<file path="src/rtl/cache_refill_ctrl.sv">
// rtl/cache_refill_ctrl.sv - cache line refill controller (optional CACHE_REFILL_CRIT_WORD_EN: critical-word-first)
module cache_refill_ctrl #(
    parameter int ADDR_WIDTH = 8,
    parameter int DATA_WIDTH = 128,
    parameter int BEAT_WIDTH = 32
) (
    input  logic                  clk_i,
    input  logic                  rst_ni,
    input  logic                  miss_valid_i,
    output logic                  miss_ready_o,
    input  logic [31:0]           miss_addr_i,
    output logic                  mem_req_valid_o,
    input  logic                  mem_req_ready_i,
    output logic [31:0]           mem_req_addr_o,
    input  logic                  mem_rsp_valid_i,
    input  logic [BEAT_WIDTH-1:0] mem_rsp_data_i,
    output logic                  set_we_o,
    output logic [ADDR_WIDTH-1:0] set_addr_o,
    output logic [DATA_WIDTH-1:0] set_wdata_o,
    output logic [1:0]            set_width_o,
    input  logic                  set_misaligned_i,
    output logic                  fill_done_o,
    output logic                  fill_err_o,
    output logic                  crit_valid_o,
    output logic [BEAT_WIDTH-1:0] crit_data_o
);
    localparam int BEATS    = DATA_WIDTH / BEAT_WIDTH;
    localparam int LANE_W   = $clog2(BEATS);
    localparam int CNT_W    = LANE_W + 1;
    localparam int OFF_BITS = $clog2(DATA_WIDTH / 8);
    localparam logic [31:0] LINE_MASK = 32'(DATA_WIDTH / 8 - 1);

    typedef enum logic [2:0] {S_IDLE, S_REQ, S_RECV, S_WRITE, S_DONE} state_e;

    state_e                state_q, state_d;
    logic [31:0]           addr_q, addr_d;
    logic [CNT_W-1:0]      cnt_q, cnt_d;
    logic [DATA_WIDTH-1:0] line_q, line_d;
    logic [DATA_WIDTH-1:0] wdata_q, wdata_d;
    logic [ADDR_WIDTH-1:0] set_addr_q, set_addr_d;
    logic                  err_q, err_d;
    logic [LANE_W-1:0]     lane;
    logic                  accept;
    logic                  beat_fire;
    logic                  last_beat;

    assign accept    = (state_q == S_IDLE) && miss_valid_i;
    assign beat_fire = (state_q == S_RECV) && mem_rsp_valid_i;
    assign last_beat = (cnt_q == CNT_W'(BEATS - 1));

`ifdef CACHE_REFILL_CRIT_WORD_EN
    localparam int BEAT_OFF = $clog2(BEAT_WIDTH / 8);
    localparam logic [31:0] BEAT_MASK = 32'(BEAT_WIDTH / 8 - 1);

    // The burst starts at the missing word, so lanes wrap around from it.
    assign lane           = addr_q[OFF_BITS-1:BEAT_OFF] + cnt_q[LANE_W-1:0];
    assign mem_req_addr_o = addr_q & ~BEAT_MASK;
    assign crit_valid_o   = beat_fire && (cnt_q == '0);
    assign crit_data_o    = crit_valid_o ? mem_rsp_data_i : '0;
`else
    assign lane           = cnt_q[LANE_W-1:0];
    assign mem_req_addr_o = addr_q & ~LINE_MASK;
    assign crit_valid_o   = 1'b0;
    assign crit_data_o    = '0;
`endif

    assign set_width_o = 2'b00;
    assign set_addr_o  = set_addr_q;
    assign set_wdata_o = wdata_q;

    always_ff @(posedge clk_i or negedge rst_ni) begin
        if (!rst_ni) begin
            state_q <= S_IDLE;
        end else begin
            state_q <= state_d;
        end
    end

    always_comb begin
        state_d = state_q;
        case (state_q)
            S_IDLE:  if (miss_valid_i) state_d = S_REQ;
            S_REQ:   if (mem_req_ready_i) state_d = S_RECV;
            S_RECV:  if (mem_rsp_valid_i && last_beat) state_d = S_WRITE;
            S_WRITE: state_d = S_DONE;
            S_DONE:  state_d = S_IDLE;
            default: state_d = S_IDLE;
        endcase
    end

    always_comb begin
        miss_ready_o    = 1'b0;
        mem_req_valid_o = 1'b0;
        set_we_o        = 1'b0;
        fill_done_o     = 1'b0;
        fill_err_o      = 1'b0;
        case (state_q)
            S_IDLE:  miss_ready_o = 1'b1;
            S_REQ:   mem_req_valid_o = 1'b1;
            S_WRITE: set_we_o = 1'b1;
            S_DONE: begin
                fill_done_o = 1'b1;
                fill_err_o  = err_q;
            end
            default: ;
        endcase
    end

    // The write-port registers load on the final beat so they are valid
    // throughout WRITE and keep their value afterwards.
    always_comb begin
        addr_d     = addr_q;
        cnt_d      = cnt_q;
        line_d     = line_q;
        wdata_d    = wdata_q;
        set_addr_d = set_addr_q;
        err_d      = err_q;
        if (accept) begin
            addr_d = miss_addr_i;
            cnt_d  = '0;
            line_d = '0;
            err_d  = 1'b0;
        end
        if (beat_fire) begin
            line_d[lane*BEAT_WIDTH +: BEAT_WIDTH] = mem_rsp_data_i;
            cnt_d = last_beat ? '0 : cnt_q + CNT_W'(1);
            if (last_beat) begin
                wdata_d    = line_d;
                set_addr_d = addr_q[ADDR_WIDTH-1:0] & ~LINE_MASK[ADDR_WIDTH-1:0];
            end
        end
        if (state_q == S_WRITE) begin
            err_d = set_misaligned_i;
        end
    end

    always_ff @(posedge clk_i or negedge rst_ni) begin
        if (!rst_ni) begin
            addr_q     <= '0;
            cnt_q      <= '0;
            line_q     <= '0;
            wdata_q    <= '0;
            set_addr_q <= '0;
            err_q      <= 1'b0;
        end else begin
            addr_q     <= addr_d;
            cnt_q      <= cnt_d;
            line_q     <= line_d;
            wdata_q    <= wdata_d;
            set_addr_q <= set_addr_d;
            err_q      <= err_d;
        end
    end
endmodule
</file>
<file path="config.mk">
export PLATFORM = sky130hd
export DESIGN_NAME = cache_refill_ctrl
export DESIGN_NICKNAME = d
export VERILOG_FILES = /design/src/rtl/cache_refill_ctrl.sv
export SDC_FILE = /design/constraint.sdc
export NUM_CORES = 1
export LEC_CHECK = 0
export BUFFER_PORTS_ARGS = -buffer_cell sky130_fd_sc_hd__buf_4
export CORE_ASPECT_RATIO = 1.4
export CORE_MARGIN = 5
export CORE_UTILIZATION = 55
export CTS_CLUSTER_SIZE = 40
export DETAILED_ROUTE_END_ITERATION = 10
export GPL_ROUTABILITY_DRIVEN = 0
export GPL_TIMING_DRIVEN = 0
export PLACE_DENSITY = 0.89
export SETUP_SLACK_MARGIN = 0.2
export SLEW_MARGIN = 25
export SYNTH_ARGS = -nofsm -noshare
export SYNTH_HDL_FRONTEND = slang
export SYNTH_SLANG_ARGS = --single-unit
</file>
<file path="constraint.sdc">
create_clock -name clk_i -period 6.2 [get_ports clk_i]
set_input_delay 1.24 -clock clk_i [delete_from_list [all_inputs] [get_ports clk_i]]
set_output_delay 1.24 -clock clk_i [all_outputs]
set_load 0.02 [all_outputs]
</file>
# Yosys cells after proc, flatten, opt, wreduce, memory -nomap -nowiden
# Index checks and enable logic that the tools add are counted.
# word_totals
regBits	299
latch_bits	0
ramBits	0
mem_bits_ro	0
output_inout_bits	208
memories	0
# classes
n_addsub	2
multipliers	0
div	0
n_lt_le_gt_ge	0
n_eq_ne	8
n_shift	2
n_mux	17
bitwise_logic	0
n_reduce_logical	8
# ops
cell	count
$mux W128	2
$bwmux W128	1
$shift A32 B34 Y128 const A	1
$shiftx A32 B34 Y128	1
$neg A7 Y34	1
$mux W3	6
$pmux W3 S4	1
$eq A3 B2 Y1 const B	3
$mux W1	7
$ne A2 B2 Y1 const B	2
$reduce_bool A2 Y1	2
$add A3 B1 Y3 const B	1
$eq A3 B1 Y1 const B	1
$eq A3 B3 Y1 const B	1
$logic_and A1 B1 Y1	3
$logic_not A3 Y1	1
$reduce_and A3 Y1	1
$ne A2 B1 Y1 const B	1
$reduce_and A2 Y1	1

# Longest topological paths before layout
# Gate-level depths: netlist of run 1.
# depth
ltp_word	5
mapped_depth	10
mapped_depth_nobuf	5

# Worst setup path after synthesis of run 1
# No wires, ideal clock.
# synth_path
path_kind	register to output
start	register state_q[0]
end	output fill_err_o
t_arrival_ns	1.513
required_time_ns	4.960
path_slack_ns	3.447
stages_incl_launch_ff	4
path_cell_list	dfrtp_1 clkbuf_1 nor3b_1 and2_1
# synth_between
elab_chain_cells	2
# synth_lines
item	line	text
from (decl)	35	state_e state_q, state_d;
from (signal assigned)	75	state_q <= state_d;
$eq A3 B3 Y1	97	case (state_q)
$mux W1	97	
to (decl)	23	output logic fill_err_o,
# No other way between the ends.

# Worst setup path after layout of run 1
# layout_path
start	register cnt_q[0]
end	register line_q[84]
# layout_between
elab_chain_cells	4
elab_cells_between_ends	5
classes_between	add/sub (1); shift (2); mux (2)
# layout_lines
item	line	text
from (decl)	37	logic [CNT_W-1:0] cnt_q, cnt_d;
from (signal assigned)	147	cnt_q <= cnt_d;
$neg A7 Y34 *	125	line_d[lane*BEAT_WIDTH +: BEAT_WIDTH] = mem_rsp_data_i;
$shiftx A32 B34 Y128 or $shift A32 B34 Y128 (tied branches)	125	
$bwmux W128 *	125	
$mux W128 *	124	if (beat_fire) begin
via line_d[84]	38	logic [DATA_WIDTH-1:0] line_q, line_d;
to (signal assigned)	148	line_q <= line_d;
to (decl)	38	
# Mark *: on every way through the listed nets, which the timed path passes. The rest lies on a longest branch.
# A chain may end at the register's enable or synchronous reset.

==> metrics.md, run 1 <==
| Metric | Value |
|---|---|
| CTS H-tree depth | `1` |
| Clk pwr share | `20.2%` |
| Port Buffers | `198` |
| Peak VDD IR | `0.000220 V` |
| CP Max Fanout | `10` |
| Worst path setup slack after routing | `2610 ps` |
| HP Start | `addr_q[17]` |
| FF-to-FF End | `line_q[84]` |
| Worst skew pair latency | `530 ps` |
| YS warnings | `0` |
| Top post-synthesis cells by area | `dfrtp_1, a21oi_1, a32o_1` |
| Sequential share of power | `36.3%` |
| Leak | `7.18 nW` |
| Initial core utilization | `55.7%` |
| Clock sinks | `268` |
| Std-Cell Core Area | `21800 sq um` |
| Status | `complete, no violations` |
| Switching Fraction | `41.3%` |
| WL/cell | `22.0 microns` |
| CTS tree | `built` |
| Commonest cells post-synth | `dfrtp_1, a21oi_1, nand2_1, clkbuf_1, nand2b_1` |
| Slew Limit Headroom | `48.9%` |
| EDFF count, synth | `0` |
| Via count | `10700` |
| Final ANT Viol Nets | `0` |
| Worst EP arrival | `4040 ps` |
| Post-cts hold buffer count | `0` |
| Share of layout cells above drive strength 1 | `24.9%` |
| Cells after synthesis | `1133` |
| R2R depth | `9` |
| Hold EP | `addr_q[17]` |
| Worst hold path stage count | `2` |
| Vias in the first global route | `10600` |
| Drt total wl | `37700 microns` |
| Post-synth ARST share | `100%` |
| Dpl hpwl | `26400 microns` |
| Setup bufs post-CTS | `0` |
| DP Worst Slack | `2780 ps` |
| Worst path buffer plus inverter count | `5` |
| Crit. End Element | `flip-flop` |
| Slew Limit Fails | `0` |
| Post-synthesis sequential area ratio | `55.3%` |
| Fmax | `0.278 GHz` |
| Synth top area share | `55.3%` |
| Combinational fraction of design power | `43.5%` |
| Diode count | `0` |
| Die Wd | `136 microns` |
| Final min period | `3590 ps` |
| GRT overflow | `0` |
| Crit path max-delay family | `buffers and inverters` |
| CTS clk-pin slew, worst paths | `70 ps` |
| CP required | `6650 ps` |
| Cell Int Power | `4.21 mW` |
| Max cap viols | `0` |
| Netlist cell types | `40` |
| # rows | `64` |
| Worst-Margin Slew | `767 ps` |
| R2R Setup Slk | `2610 ps` |
| Hold_ws | `474 ps` |
| Max incr delay on CP | `550 ps` |
| # DRC | `0` |
| Total GRT Usage | `29.3%` |
| Number of DRC markers in iteration 0 | `1211` |
| Synth Register Bits | `268` |
| # nets final | `1476` |
| Setup Viol. Count Final | `0` |
| Fin. Hold Viols | `0` |
| Mapped cell area | `12100 sq um` |
| CTS max path bufs | `3` |
| Syn avg cell area | `10.7 sq um` |
| CP Class | `reg2reg` |
| DRT Pass-1 Iters | `8` |
| Main synth FF type | `dfrtp_1` |
| Largest net degree at the start of global routing | `98` |
| Worst r2r src | `cnt_q[0]` |
| CTS Buf Count | `24` |
| CP Cell Sequence | `buf_2, clkbuf_1, inv_1, ha_1, or4bb_1, clkbuf_1, nor3_2, buf_2, a22o_1` |
| Clock skew | `15.5 ps` |
| Vias per cell | `6.24` |
| Top Ports | `278` |
| Final setup TNS | `0 ps` |
| Post-synth top area cell | `dfrtp_1` |
| PD cells | `479 nW/um^2` |
| Startpoint types | `flip-flop` |
| Worst hold path class | `reg2reg` |
| Final Cycle Share | `57.9%` |
| Root Buffer | `clkbuf_16` |
| Most common cell in the netlist | `dfrtp_1` |
| Post-CTS sizing | `0` |
| First-pass GRT wire length | `58200 microns` |
| RSZ-0062 raised after global routing | `false` |
| Sw Pwr | `2.95 mW` |
| Antenna violations before repair | `0` |
| Die Y | `186 microns` |
| Worst path slowest cell | `nor3_2` |
| Die ar. | `25200 sq um` |
| Area Overhead vs Synth | `23.2%` |
==> layout make-up <==
class / count / area [sq um]
fillers: 1580 / 6830
flip-flops and latches: 268 / 6710
multi-input cells: 685 / 4480
repair buffers: 200 / 1550
plain buffers: 189 / 976
clock buffers: 36 / 697
well taps: 297 / 372
inverters: 33 / 124
clock inverters: 4 / 45.0
==> routing by layer <==
layer	track usage, %	share of wire, %	wire (microns)	up-vias
li1	-	-	-	4559
met5	0	0	0	-
met3	5.87	9.1	3420	179
met1	35.7	35	13200	5241
met2	47.5	49	18300	698
met4	19.4	7.3	2740	0
==> worst reg2reg max path: stages, from the launching register on <==
cell	delay [ps]
dfrtp_1	430
buf_2	300
clkbuf_1	380
inv_1	150
ha_1	420
or4bb_1	410
clkbuf_1	300
nor3_2	550
buf_2	370
a22o_1	210
==> cell families (layout without fill, tap and decap cells) <==
kind of cell | count (synthesis) | in the layout | synth area share, %
multiplexers | 37 | 37 | 3.43
other | 1 | 43 | 0.0309
buffers and inverters | 222 | 462 | 9.07
AND/OR/NAND/NOR | 233 | 233 | 10.5
adder cells (fa/ha/maj) | 5 | 5 | 0.516
AO/OA/AOI/OAI | 367 | 367 | 21.2
flip-flops | 268 | 268 | 55.3
==> cells in the final DEF (no fill, tap or decap), types with 3 or more instances in the layout <==
master	count
inv_1	33
buf_6	9
clkinv_2	3
nor2b_1	3
nor3b_1	3
buf_2	30
clkbuf_16	25
nor4bb_1	3
buf_4	240
and2_1	6
ha_1	5
o22ai_1	32
clkbuf_1	75
mux2_2	37
o21ai_0	32
clkbuf_8	3
a32o_1	59
nand3b_1	5
a31oi_1	10
nand4_1	27
a22o_1	42
and3_1	3
conb_1	43
nand2_1	89
nand2b_1	64
nand3_1	18
a32oi_1	59
a21oi_1	130
buf_1	40
dfrtp_1	268
==> through the flow <==
stage	util, %	instances	total power [mW]	area (sq um)
4_1_cts	68.6	1712	7.12	15000
3_3_place_gp	64.9	1670	5.55	14100
3_5_place_dp	65.2	1672	5.66	14200
2_1_floorplan	-	1175	4.34	12300
5_1_grt	68.6	1712	7.47	15000
6_report	68.6	1712	7.16	15000
==> state kept, by name (all words and copies together), names as in the netlist <==
signal       cells
err_q            1
state_q          3
addr_q          28
set_addr_o       4
set_wdata_o    128
line_q         101
cnt_q            3
==> worst max path at each step <==
stage,cells past startpoint,startpoint,end
CTS,9,cnt_q[0],line_q[84]
detailed placement,9,cnt_q[0],line_q[84]
floorplan,3,state_q[0],fill_err_o
global placement,1,rst_ni,set_wdata_o[122]
finish,9,cnt_q[0],line_q[84]
global route,9,cnt_q[0],line_q[84]
==> power groups by stage <==
stage	Sequential (mW)	Combinational, mW	Clock (mW)
3_3_place_gp	2.57	2.98	0
3_5_place_dp	2.60	3.05	0
6_report	2.60	3.11	1.45
5_1_grt	2.64	3.31	1.52
4_1_cts	2.58	3.08	1.46
2_1_floorplan	3.04	1.29	0
(Power assumes the default switching activity.)
==> inputs of run 2 (changes only) <==
CORE_UTILIZATION = 49   (was 55)
PLACE_DENSITY = 0.84   (was 0.89)
clock period = 2.89 ns   (was 6.2 ns; I/O delays follow)
==> run 2 against run 1 <==
  * Highest routed layer unchanged
  * First-iteration DRC count decreased by 18%
  * Clock skew decreased by 2.1 ps
  * Via count decreased by 0.73%
  * The flow now finishes with violations (hold timing)
  * Wire length increased by 2.4%
  * Final area increased by 1.8%
  * Flip-flop and latch count unchanged
  * Sequential power increased by 120%
  * Global-route usage decreased by 2.8 points
  * Count of clock-buffer cells in the layout decreased by 2
  * Sequential share of layout area decreased by 0.80 points
  * Combinational power increased by 120%
==> metrics.md, run 2 (same netlist as run 1, synthesis figures left out) <==
| Metric | Value |
|---|---|
| Status | `finished with violations (was complete, no violations)` |
| Failing checks | `hold timing` |
| Most common cell after layout, fill and taps aside | `dfrtp_1 (unchanged)` |
| Peak VDD IR | `0.000599 V (was 0.000220 V)` |
| DRT Pass-1 Iters | `6 (was 8)` |
| CTS clk-pin slew, worst paths | `70 ps (about the same)` |
| Critical Path Most Common Cell | `buf_6` |
| Placed Instances | `1691 (was 1672)` |
| CTS max path bufs | `3 (unchanged)` |
| # nets final | `1482 (was 1476)` |
| Slew Limit Headroom | `48.7% (was 48.9%)` |
| Number of DRC markers in iteration 0 | `987 (was 1211)` |
| Clock skew | `13.4 ps (was 15.5 ps)` |
| Fin. Hold Viols | `5 (was 0)` |
| Crit path from | `cnt_q[0] (unchanged)` |
| Port Buffers | `198 (unchanged)` |
| Die Y | `196 microns (was 186 microns)` |
| CP Class | `reg2reg (unchanged)` |
| # DRC | `0 (unchanged)` |
| Crit. End Element | `flip-flop (unchanged)` |
| Leak | `7.30 nW (was 7.18 nW)` |
| Final Cycle Share | `91.8% (was 57.9%)` |
| Worst hold path class | `in2async (was reg2reg)` |
| CP Cell Sequence | `buf_6, buf_6, clkinvlp_4, ha_4, nor4bb_1, clkbuf_2, and2_0, clkbuf_1, buf_2, a32o_1 (was buf_2, clkbuf_1, inv_1, ha_1, or4bb_1, clkbuf_1, nor3_2, buf_2, a22o_1)` |
| PD cells | `1040 nW/um^2 (was 479 nW/um^2)` |
| CTS H-tree depth | `1 (unchanged)` |
| Dpl hpwl | `26900 microns (was 26400 microns)` |
| First-pass GRT wire length | `59100 microns (was 58200 microns)` |
| Setup Viol. Count Final | `0 (unchanged)` |
| Max incr delay on CP | `370 ps (was 550 ps)` |
| CP required | `3340 ps (was 6650 ps)` |
| Hold_ws | `-16.2 ps (was 474 ps)` |
| RSZ-0062 raised after global routing | `false (unchanged)` |
| Diode count | `0 (unchanged)` |
| Final ANT Viol Nets | `0 (unchanged)` |
| Std-Cell Core Area | `24500 sq um (was 21800 sq um)` |
| Post-cts hold buffer count | `0 (unchanged)` |
| Drt total wl | `38600 microns (was 37700 microns)` |
| Area Overhead vs Synth | `25.5% (was 23.2%)` |
| GRT overflow | `0 (unchanged)` |
| Initial core utilization | `49.5% (was 55.7%)` |
| PnR Total Power | `15.8 mW (was 7.16 mW)` |
| Die Wd | `143 microns (was 136 microns)` |
| CTS tree | `built (unchanged)` |
| Clock sinks | `268 (unchanged)` |
| Post-Layout Cell Count | `1739 (was 1712)` |
| Vias in the first global route | `10700 (was 10600)` |
| Largest register FFs | `128 (unchanged)` |
| Most frequent cells in the layout | `dfrtp_1, buf_4, a21oi_1, nand2_1, nand2b_1 (was dfrtp_1, buf_4, a21oi_1, nand2_1, clkbuf_1)` |
| Fmax | `0.377 GHz (was 0.278 GHz)` |
| Top Ports | `278 (unchanged)` |
| Worst-Margin Slew | `766 ps (was 767 ps)` |
| # rows | `68 (was 64)` |
| Die ar. | `28000 sq um (was 25200 sq um)` |
| Worst path slowest cell | `dfrtp_1 (was nor3_2)` |
| Worst r2r src | `cnt_q[0] (unchanged)` |
| Slew Limit Fails | `0 (unchanged)` |
| Largest net degree at the start of global routing | `89 (was 98)` |
| Worst EP arrival | `3100 ps (was 4040 ps)` |
| CTS Buf Count | `25 (was 24)` |
| Worst path buffer plus inverter count | `6 (was 5)` |
| Crit path max-delay family | `buffers and inverters (unchanged)` |
| Startpoint types | `flip-flop (unchanged)` |
| Worst skew pair latency | `530 ps (about the same)` |
| Root Buffer | `clkbuf_16 (unchanged)` |
| Share of layout cells above drive strength 1 | `26.8% (was 24.9%)` |
| Final min period | `2650 ps (was 3590 ps)` |
| WL/cell | `22.2 microns (was 22.0 microns)` |
| Via count | `10600 (was 10700)` |
| Total GRT Usage | `26.5% (was 29.3%)` |
| Final setup TNS | `0 ps (unchanged)` |
| CP Max Fanout | `10 (unchanged)` |
| Vias per cell | `6.09 (was 6.24)` |
| Antenna violations before repair | `0 (unchanged)` |
| Max cap viols | `0 (unchanged)` |
## run 2: cell types whose count changed in the layout (fill, tap and decap cells not counted), sizes merged
cell      change
clkbuf        -2
inv           -1
buf           +5
bufinv        +3
clkinvlp      +4
## run 2: area by class of cell
class	count	area [sq um]
inverters	33	128
well taps	315	394
multi-input cells	685	4530
clock inverters	10	158
flip-flops and latches	268	6710
repair buffers	205	1610
clock buffers	34	679
fillers	1957	9280
plain buffers	189	1010
## run 2: per-layer routing
layer	GRT usage (%)	up-vias	wire length, microns
li1	-	4569	-
met1	32.3	5196	13600
met2	44.0	666	19000
met3	4.85	168	3550
met4	14.9	0	2420
met5	0	-	0
## run 2: report_power, final
| group | total (mW) | switching [mW] | internal [mW] |
|---|---|---|---|
| Combinational | 6.82 | 4.29 | 2.52 |
| Sequential | 5.59 | 0.748 | 4.84 |
| Clock | 3.42 | 1.42 | 2.00 |
## run 2: timing repair
action / 4_1_cts / 5_1_grt
gates resized for setup: 17 / 19
cloned: 0 / 0
endpoints found under the setup margin: 201 / 111
endpoints found under the hold margin: 0 / 0
setup buffers: 4 / 0
pin swaps: 1 / 0
## run 2: stage by stage
stage / area, sq um / setup slack [ps] / utilization (%) / hold slack [ps]
2_1_floorplan: 12300 / 514 / - / 282
3_3_place_gp: 14200 / -895 / 57.8 / 461
3_5_place_dp: 14300 / -461 / 58.2 / 463
4_1_cts: 15200 / 229 / 61.9 / 0.302
5_1_grt: 15200 / 186 / 62.1 / 14.6
6_report: 15200 / 236 / 62.1 / -16.2
## run 2: worst register-to-register path, stage by stage (launching register included)
cell and delay, ps:
dfrtp_1 370, buf_6 180, buf_6 160, clkinvlp_4 170, ha_4 300, nor4bb_1 280, clkbuf_2 250, and2_0 160
clkbuf_1 230, buf_2 290, a32o_1 190
## run 2: path summary, 6_finish.rpt
path | to | slack [ps] | cells after the start
min | addr_q[25] | -20 | 1
max | line_q[3] | 240 | 10
max in group asynchronous | line_q[93] | 1710 | 3
max reg2reg | line_q[3] | 240 | 10
min reg2reg | addr_q[12] | 470 | 2
min in group clk_i | addr_q[21] | 250 | 3
==> inputs of run 3 (changes only) <==
GPL_TIMING_DRIVEN = not set   (was 0)
RECOVER_POWER = 50   (was not set)
==> run 3 against run 2 <==
  * The run ends with capacitance limit, slew limit left
  * Clock power hardly changed
  * Count of clock-buffer cells in the layout increased by 9
  * Fmax increased by 11%
  * Clock skew shrank 5.8 ps
  * Global-route usage is 2.4 points lower
  * Cell count shrank 6.9%
  * Wire length fell by 9.8%
  * Sequential power hardly changed
  * Via count is 7.0% lower
  * Final area shrank 5.2%
  * Die area did not move
  * Largest power group unchanged
==> metrics.md, run 3 (same netlist as run 1, synthesis figures left out) <==
| Metric | Value |
|---|---|
| CP Max Fanout | `32 (was 10)` |
| # rows | `68 (unchanged)` |
| Slew Limit Headroom | `-26.1% (was 48.7%)` |
| Antenna violations before repair | `0 (unchanged)` |
| Port Buffers | `230 (was 198)` |
| R2R depth | `6 (was 10)` |
| Fin. Hold Viols | `0 (was 5)` |
| First-pass GRT wire length | `54500 microns (was 59100 microns)` |
| Crit. End Element | `flip-flop (unchanged)` |
| Status | `finished with violations (unchanged)` |
| # DRC | `0 (unchanged)` |
| Setup Viol. Count Final | `0 (unchanged)` |
| CTS H-tree depth | `1 (unchanged)` |
| Vias per cell | `6.09 (about the same)` |
| RSZ-0062 raised after global routing | `false (unchanged)` |
| Worst-Margin Slew | `1890 ps (was 766 ps)` |
| Setup bufs post-CTS | `0 (was 4)` |
| Std-Cell Core Area | `24500 sq um (unchanged)` |
| Filler Cell Count | `2104 (was 1957)` |
| Post-cts hold buffer count | `0 (unchanged)` |
| Share of layout cells above drive strength 1 | `20.9% (was 26.8%)` |
| Root Buffer | `clkbuf_16 (unchanged)` |
| Vias in the first global route | `9836 (was 10700)` |
| DP Worst Slack | `538 ps (was -461 ps)` |
| Peak VDD IR | `0.000838 V (was 0.000599 V)` |
| Most common cell after layout, fill and taps aside | `dfrtp_1 (unchanged)` |
| Diode count | `0 (unchanged)` |
| Total GRT Usage | `24.1% (was 26.5%)` |
| CTS max path bufs | `3 (unchanged)` |
| CTS Buf Count | `26 (was 25)` |
| PD cells | `1040 nW/um^2 (about the same)` |
| Failing checks | `capacitance limit, slew limit (was hold timing)` |
| Post-CTS sizing | `0 (was 17)` |
| CP required | `3350 ps (was 3340 ps)` |
| Cell area after layout | `14400 sq um (was 15200 sq um)` |
| Clock skew | `7.58 ps (was 13.4 ps)` |
| CP Class | `reg2reg (unchanged)` |
| Placed cell area | `13900 sq um (was 14300 sq um)` |
| Die ar. | `28000 sq um (unchanged)` |
| WL/cell | `21.5 microns (was 22.2 microns)` |
| Leak | `6.71 nW (was 7.30 nW)` |
| Worst path setup slack after routing | `498 ps (was 236 ps)` |
| Largest register FFs | `128 (unchanged)` |
| Final min period | `2390 ps (was 2650 ps)` |
| Final ANT Viol Nets | `0 (unchanged)` |
| # nets final | `1359 (was 1482)` |
| CTS clk-pin slew, worst paths | `60 ps (was 70 ps)` |
| CTS tree | `built (unchanged)` |
| GRT overflow | `0 (unchanged)` |
| PnR Total Power | `15.1 mW (was 15.8 mW)` |
| DRT Pass-1 Iters | `5 (was 6)` |
| Final Cycle Share | `82.8% (was 91.8%)` |
| Die Y | `196 microns (unchanged)` |
| Via count | `9852 (was 10600)` |
| Largest net degree at the start of global routing | `98 (was 89)` |
| Max cap viols | `1 (was 0)` |
| Top Ports | `278 (unchanged)` |
| Number of DRC markers in iteration 0 | `852 (was 987)` |
| Worst hold path class | `in2reg (was in2async)` |
| Area Overhead vs Synth | `18.9% (was 25.5%)` |
| Clock sinks | `268 (unchanged)` |
| Drt total wl | `34800 microns (was 38600 microns)` |
| Worst EP arrival | `2860 ps (was 3100 ps)` |
| Fmax | `0.418 GHz (was 0.377 GHz)` |
| Dpl hpwl | `22300 microns (was 26900 microns)` |
| Die Wd | `143 microns (unchanged)` |
| Initial core utilization | `49.5% (unchanged)` |
| Most frequent cells in the layout | `dfrtp_1, buf_4, a21oi_1, clkbuf_1, nand2_1 (was dfrtp_1, buf_4, a21oi_1, nand2_1, nand2b_1)` |
| Worst hold path stage count | `3` |
| Startpoint types | `flip-flop (unchanged)` |
| Slew Limit Fails | `70 (was 0)` |
| Worst skew pair latency | `520 ps (was 530 ps)` |
| Final setup TNS | `0 ps (unchanged)` |
==> run 3: routing by layer <==
| metal | vias up | global-route usage (%) | share of wire (%) |
|---|---|---|---|
| met3 | 102 | 3.12 | 7.3 |
| li1 | 4325 | - | - |
| met2 | 473 | 40.2 | 50 |
| met1 | 4952 | 31.9 | 38 |
| met5 | - | 0 | 0 |
| met4 | 0 | 9.76 | 4.4 |
==> run 3: final timing paths <==
kind | from | end | slack, ps
min in group asynchronous | rst_ni | line_q[6] | 550
hold / removal | miss_addr_i[28] | addr_q[28] | 240
setup reg to reg | cnt_q[0] | set_wdata_o[90] | 500
hold reg to reg | addr_q[12] | addr_q[12] | 470
max in group asynchronous | rst_ni | addr_q[11] | 670
setup / recovery | cnt_q[0] | set_wdata_o[90] | 500
==> run 3: layout make-up <==
class	count	area (sq um)	share of cell area, %
timing repair buffer	270	1790	12.4
sequential	268	6710	46.5
inverter	33	124	0.859
tap	315	394	2.73
clock inverter	5	55.1	0.382
multi-input combinational	685	4550	31.5
clock buffer	43	806	5.59
==> run 3: per-stage QoR <==
step	instances	utilization, %	hold WS [ps]
6_report	1619	58.9	244
3_5_place_dp	1571	56.7	464
3_3_place_gp	1571	56.7	461
4_1_cts	1619	60.2	25.6
2_1_floorplan	1175	-	282
5_1_grt	1619	58.9	234
==> run 3: where the power goes <==
group	leakage (nW)	internal (mW)	switching, mW
logic	2.77	2.05	4.04
clock network	0.416	1.99	1.41
registers	3.52	4.84	0.719
total	6.71	8.88	6.17
==> run 3: critical path: stages, from the launching register on <==
cell     delay, ps
dfrtp_1        370
inv_1          100
ha_1           520
or4bb_1        600
buf_4          310
o22ai_1        240
mux2_2         180
